<file path="src/rtl/multicycle_ctrl.sv">
// Multi-cycle RV32I control sequencer: walks each instruction through
// FETCH/DECODE/EXEC/MEM/WB and decodes the datapath strobes from the current state.
module multicycle_ctrl (
  input  logic       clk,
  input  logic       reset,
  input  logic [6:0] opcode,
  input  logic       branch_taken,
  input  logic       mem_ready,
  output logic       mem_req,
  output logic       mem_we,
  output logic       addr_sel,
  output logic       ir_we,
  output logic       pc_we,
  output logic [1:0] pc_src,
  output logic       alu_a_sel,
  output logic       alu_b_sel,
  output logic       rd_we,
  output logic [1:0] rd_src,
  output logic       halted,
  output logic       illegal,
  output logic [2:0] state
);

  typedef enum logic [2:0] {
    S_FETCH  = 3'd0,
    S_DECODE = 3'd1,
    S_EXEC   = 3'd2,
    S_MEM    = 3'd3,
    S_WB     = 3'd4,
    S_HALT   = 3'd5
  } state_t;

  localparam logic [6:0] OPC_LUI    = 7'b0110111;
  localparam logic [6:0] OPC_AUIPC  = 7'b0010111;
  localparam logic [6:0] OPC_JAL    = 7'b1101111;
  localparam logic [6:0] OPC_JALR   = 7'b1100111;
  localparam logic [6:0] OPC_OPIMM  = 7'b0010011;
  localparam logic [6:0] OPC_OP     = 7'b0110011;
  localparam logic [6:0] OPC_LOAD   = 7'b0000011;
  localparam logic [6:0] OPC_STORE  = 7'b0100011;
  localparam logic [6:0] OPC_BRANCH = 7'b1100011;
  localparam logic [6:0] OPC_SYSTEM = 7'b1110011;

  state_t state_q, state_d;
  logic   halted_q, halted_d;
  logic   illegal_q, illegal_d;

  logic is_lui, is_auipc, is_jal, is_jalr, is_opimm, is_op;
  logic is_load, is_store, is_branch, is_system, is_legal;
  logic use_pc_a, use_imm_b;

  assign is_lui    = (opcode == OPC_LUI);
  assign is_auipc  = (opcode == OPC_AUIPC);
  assign is_jal    = (opcode == OPC_JAL);
  assign is_jalr   = (opcode == OPC_JALR);
  assign is_opimm  = (opcode == OPC_OPIMM);
  assign is_op     = (opcode == OPC_OP);
  assign is_load   = (opcode == OPC_LOAD);
  assign is_store  = (opcode == OPC_STORE);
  assign is_branch = (opcode == OPC_BRANCH);
  assign is_system = (opcode == OPC_SYSTEM);
  assign is_legal  = is_lui | is_auipc | is_jal | is_jalr | is_opimm | is_op |
                     is_load | is_store | is_branch;

  assign use_pc_a  = is_auipc | is_jal | is_branch;
  assign use_imm_b = is_opimm | is_load | is_store | is_jalr | is_auipc | is_jal | is_branch;

  // Next-state and strobe decode; reset overrides every strobe and select to zero.
  always_comb begin
    state_d   = state_q;
    halted_d  = halted_q;
    illegal_d = illegal_q;
    mem_req   = 1'b0;
    mem_we    = 1'b0;
    addr_sel  = 1'b0;
    ir_we     = 1'b0;
    pc_we     = 1'b0;
    pc_src    = 2'd0;
    alu_a_sel = 1'b0;
    alu_b_sel = 1'b0;
    rd_we     = 1'b0;
    rd_src    = 2'd0;
    if (!reset) begin
      case (state_q)
        S_FETCH: begin
          mem_req = 1'b1;
          if (mem_ready) begin
            ir_we   = 1'b1;
            state_d = S_DECODE;
          end else begin
            state_d = S_FETCH;
          end
        end
        S_DECODE: begin
          if (is_legal) begin
            state_d = S_EXEC;
          end else if (is_system) begin
            state_d  = S_HALT;
            halted_d = 1'b1;
          end else begin
            state_d   = S_HALT;
            halted_d  = 1'b1;
            illegal_d = 1'b1;
          end
        end
        S_EXEC: begin
          alu_a_sel = use_pc_a;
          alu_b_sel = use_imm_b;
          if (is_branch) begin
            pc_we   = 1'b1;
            pc_src  = branch_taken ? 2'd1 : 2'd0;
            state_d = S_FETCH;
          end else if (is_jal || is_jalr) begin
            // Link register takes PC+4 on the same edge the PC jumps.
            rd_we   = 1'b1;
            rd_src  = 2'd2;
            pc_we   = 1'b1;
            pc_src  = is_jal ? 2'd1 : 2'd2;
            state_d = S_FETCH;
          end else if (is_load || is_store) begin
            state_d = S_MEM;
          end else if (is_op || is_opimm || is_lui || is_auipc) begin
            state_d = S_WB;
          end else begin
            state_d = S_FETCH;
          end
        end
        S_MEM: begin
          mem_req   = 1'b1;
          addr_sel  = 1'b1;
          mem_we    = is_store;
          alu_a_sel = use_pc_a;
          alu_b_sel = use_imm_b;
          if (!mem_ready) begin
            state_d = S_MEM;
          end else if (is_store) begin
            pc_we   = 1'b1;
            pc_src  = 2'd0;
            state_d = S_FETCH;
          end else begin
            state_d = S_WB;
          end
        end
        S_WB: begin
          // Operands stay selected so the unregistered ALU result is still valid.
          alu_a_sel = use_pc_a;
          alu_b_sel = use_imm_b;
          rd_we     = 1'b1;
          pc_we     = 1'b1;
          pc_src    = 2'd0;
          rd_src    = is_load ? 2'd1 : (is_lui ? 2'd3 : 2'd0);
          state_d   = S_FETCH;
        end
        S_HALT: begin
          state_d  = S_HALT;
          halted_d = 1'b1;
        end
        default: begin
          state_d = S_FETCH;
        end
      endcase
    end else begin
      state_d   = S_FETCH;
      halted_d  = 1'b0;
      illegal_d = 1'b0;
    end
  end

  // State and sticky status registers with synchronous reset.
  always_ff @(posedge clk) begin
    if (reset) begin
      state_q   <= S_FETCH;
      halted_q  <= 1'b0;
      illegal_q <= 1'b0;
    end else begin
      state_q   <= state_d;
      halted_q  <= halted_d;
      illegal_q <= illegal_d;
    end
  end

  assign state   = state_q;
  assign halted  = halted_q;
  assign illegal = illegal_q;

endmodule

</file>
<file path="config.mk">
export PLATFORM = sky130hd
export DESIGN_NAME = multicycle_ctrl
export DESIGN_NICKNAME = d
export VERILOG_FILES = /design/src/rtl/multicycle_ctrl.sv
export SDC_FILE = /design/constraint.sdc
export NUM_CORES = 1
export LEC_CHECK = 0
export BUFFER_PORTS_ARGS = -buffer_cell sky130_fd_sc_hd__buf_2
export CAP_MARGIN = 15
export CORE_MARGIN = 3
export CORE_UTILIZATION = 40
export CTS_CLUSTER_SIZE = 30
export DETAILED_ROUTE_END_ITERATION = 6
export PLACE_DENSITY = 0.7
export SLEW_MARGIN = 5
export SYNTH_ARGS = -nofsm -noshare
export SYNTH_HDL_FRONTEND = slang
export SYNTH_SLANG_ARGS = --single-unit
</file>
<file path="constraint.sdc">
create_clock -name clk -period 3.2 [get_ports clk]
set_input_delay 0.64 -clock clk [delete_from_list [all_inputs] [get_ports clk]]
set_output_delay 0.64 -clock clk [all_outputs]
set_load 0.005 [all_outputs]
</file>
==> run metrics <==
TritonCTS clock tree=built; maximum clock frequency=394 MHz; number of placement rows=13; min-delay worst type=reg2reg; number of fill cells=141; most frequent cell on the critical path=buf_2; critical path type=in2out; synth top area cells=dfxtp_1, a21oi_1, nand2_1; total of buffers placed on input and output ports=27; maximum single-stage delay on the critical path=0.52 ns; clock buffers created by TritonCTS=3; max-cap viol count=0; startpoint type of the worst setup path=input port; pin count of the biggest net entering global routing=16; maximum fanout encountered on the critical timing path=8; DRC violation count after routing=0; hold-fix buffers at CTS=0; number of violations reported at the end of detailed-routing iteration 0=14; Net Count, Synth=96; number of distinct library cell variants in the gate-level netlist after synthesis=36; antenna fix cells=0; final weighted congestion of routability-driven global placement=0.831; Setup Total Neg Slack=0 ns; min cycle time layout=2.54 ns; vias per cell=5.69; top flip-flop cell by instance count after synthesis=dfxtp_1; setup slack at placement=0.670 ns; Leakage Power=0.322 nW; Crit path arrival time=1.90 ns; number of global-route vias before repair=606; Top delay family on crit path=simple AND/OR/NAND/NOR gates; WL final=1580 um; area of all placed cells without fillers=743 um2; layout cells sized above 1=33.9%; vias after detailed routing=705; height of the chip=44.6 um; ratio of total power to cell area=309 nW/um2; required time at the worst-slack endpoint=2.56 ns; root buffer selected by CTS=clkbuf_4; Layout area overhead=24.5%; number of synthesized flops with an enable pin=0; clk_lat worst skew=0.25 ns; slew at the pin closest to its max-slew limit=0.449 ns; post-route clock skew=0.00184 ns; type of destination of the critical path=primary output; Worst Path Buf+Inv=2; placed cell areas=716 um2; x dimension of the die=44.6 um; Post-Synthesis Cells=85; leading area contributor after synthesis=dfxtp_1; Clock Sinks=5; overall overflow remaining after global route=0; setup repair after global routing missed its margin=no; Max IR drop VDD=0.245 mV; GR Util All Layers=16.5%; area of the core=1350 um2; detailed-route wire length per cell=12.8 um; first-pass GRT wire length=2550 um; final worst setup slack=0.661 ns; final hold violation count=0; boundary pin count=28; total setup violations reported at the end of the flow=0; total of cells resized after clock tree synthesis=0; ys async rst share=0%; Synth Register Bits=5; count of buffers added by post-CTS timing repair for setup=0; starting utilization of the core area=44.2%; area of the mapped netlist=597 um2; result of the run=finished clean; synthesized area per cell=7.02 um2; Critical Path, Cell by Cell=buf_2 > and2b_1 > nand3_1 > or4_4 > a21oi_1 > buf_2; normalized max-slew margin=70.0%; Detail Placement HPWL=1240 um; count of H-tree levels built during CTS=1; slowest cell on the critical path=or4_4; Max clock buf depth=2; TritonRoute pass-1 iters=4; max-slew violations=0; CTS clock-pin slew for the worst setup and hold paths=0.05 ns; most numerous cell types in the synthesized netlist=a21oi_1, nand2_1, dfxtp_1, inv_1, nor2_1; count of nets after finishing=121; initial antenna violation count=0; sequential element share of the synthesized area=16.8%; area fraction of the dominant cell type after synthesis=16.8%; Final ANT Viol Nets=0; die area=1990 um2; warning count from the yosys run=0; Tcrit/Tclk final=79.3%
stage by stage:
stage | hold WS [ns] | power (W) | instances | utilization [%]
after CTS | 0.477 | 0.000233 | 124 | 55.1
after detailed placement | 0.467 | 0.000153 | 120 | 53.0
after global routing | 0.512 | 0.000245 | 124 | 55.1
final | 0.473 | 0.000230 | 124 | 55.1
after floorplan | 0.465 | 0.000129 | 85 | -
after global placement | 0.460 | 0.000153 | 120 | 53.0
flip-flops by register name, indices dropped and copies added, names as in the netlist:
register / cells
state: 3
illegal: 1
halted: 1
worst min-delay path, delay by kind of cell (launching register included):
kind            cells  cell delay, ns
flops               1            0.30
compound gates      1            0.07
buf+inv             1            0.05
cell families (layout without fill, tap and decap cells):
logic type                count (synthesis)  count (layout)  synth area share [%]
buffers and inverters                    12              36                  9.01
and+or+nand+nor                          38              38                  39.2
DFF                                       5               5                  16.8
AOI/OAI and AO/OA                        29              29                  33.5
xor gates and xnor gates                  1               1                  1.47
worst paths after layout:
| check | to | cells after the start | slack [ns] | startpoint |
|---|---|---|---|---|
| worst max-delay path | rd_src[1] | 6 | 0.66 | opcode[4] |
| worst min-delay path | halted | 2 | 0.47 | halted |
| worst max register to register | state[2] | 3 | 1.90 | state[0] |
| worst min register to register | halted | 2 | 0.47 | halted |
layout by cell type (no fill, tap or decap), types with 2 or more instances in the layout:
cell      count
nor2b_1       2
a21oi_1       8
dfxtp_1       5
o21ai_0       2
clkbuf_4      3
nor3_2        2
a31oi_1       2
o22ai_1       4
nor3_1        2
o32a_1        2
nor4_1        2
or2_2         2
inv_1         5
nand2b_1      2
nand2_1       8
nand3_1       2
or3b_1        2
nor2_1        5
buf_2        27
o31a_1        3
nor3b_1       2
a211o_1       3
a211oi_1      2
per-layer routing:
| layer | global-route usage [%] | up-vias | part of all wire [%] |
|---|---|---|---|
| met1 | 22.9 | 321 | 46 |
| met5 | 0 | - | 0 |
| met3 | 3.25 | 0 | 5.6 |
| met4 | 4.82 | 0 | 0 |
| met2 | 25.5 | 20 | 48 |
| li1 | - | 364 | - |
area by class of cell:
cell class	count	area (um2)	area share [%]
clock buffer	3	22.5	3.03
clock inverter	1	5.00	0.673
inverter	5	18.8	2.53
multi-input combinational	68	443	59.6
sequential	5	100	13.5
tap	15	18.8	2.53
timing repair buffer	27	135	18.2
power breakdown:
| part | switching (W) | total [W] | internal, W |
|---|---|---|---|
| combinational | 0.0000388 | 0.0000724 | 0.0000337 |
| clock | 0.0000317 | 0.0000773 | 0.0000455 |
| sequential | 0.0000108 | 0.0000800 | 0.0000692 |
| total | 0.0000813 | 0.000230 | 0.000148 |
(Power assumes the default switching activity.)
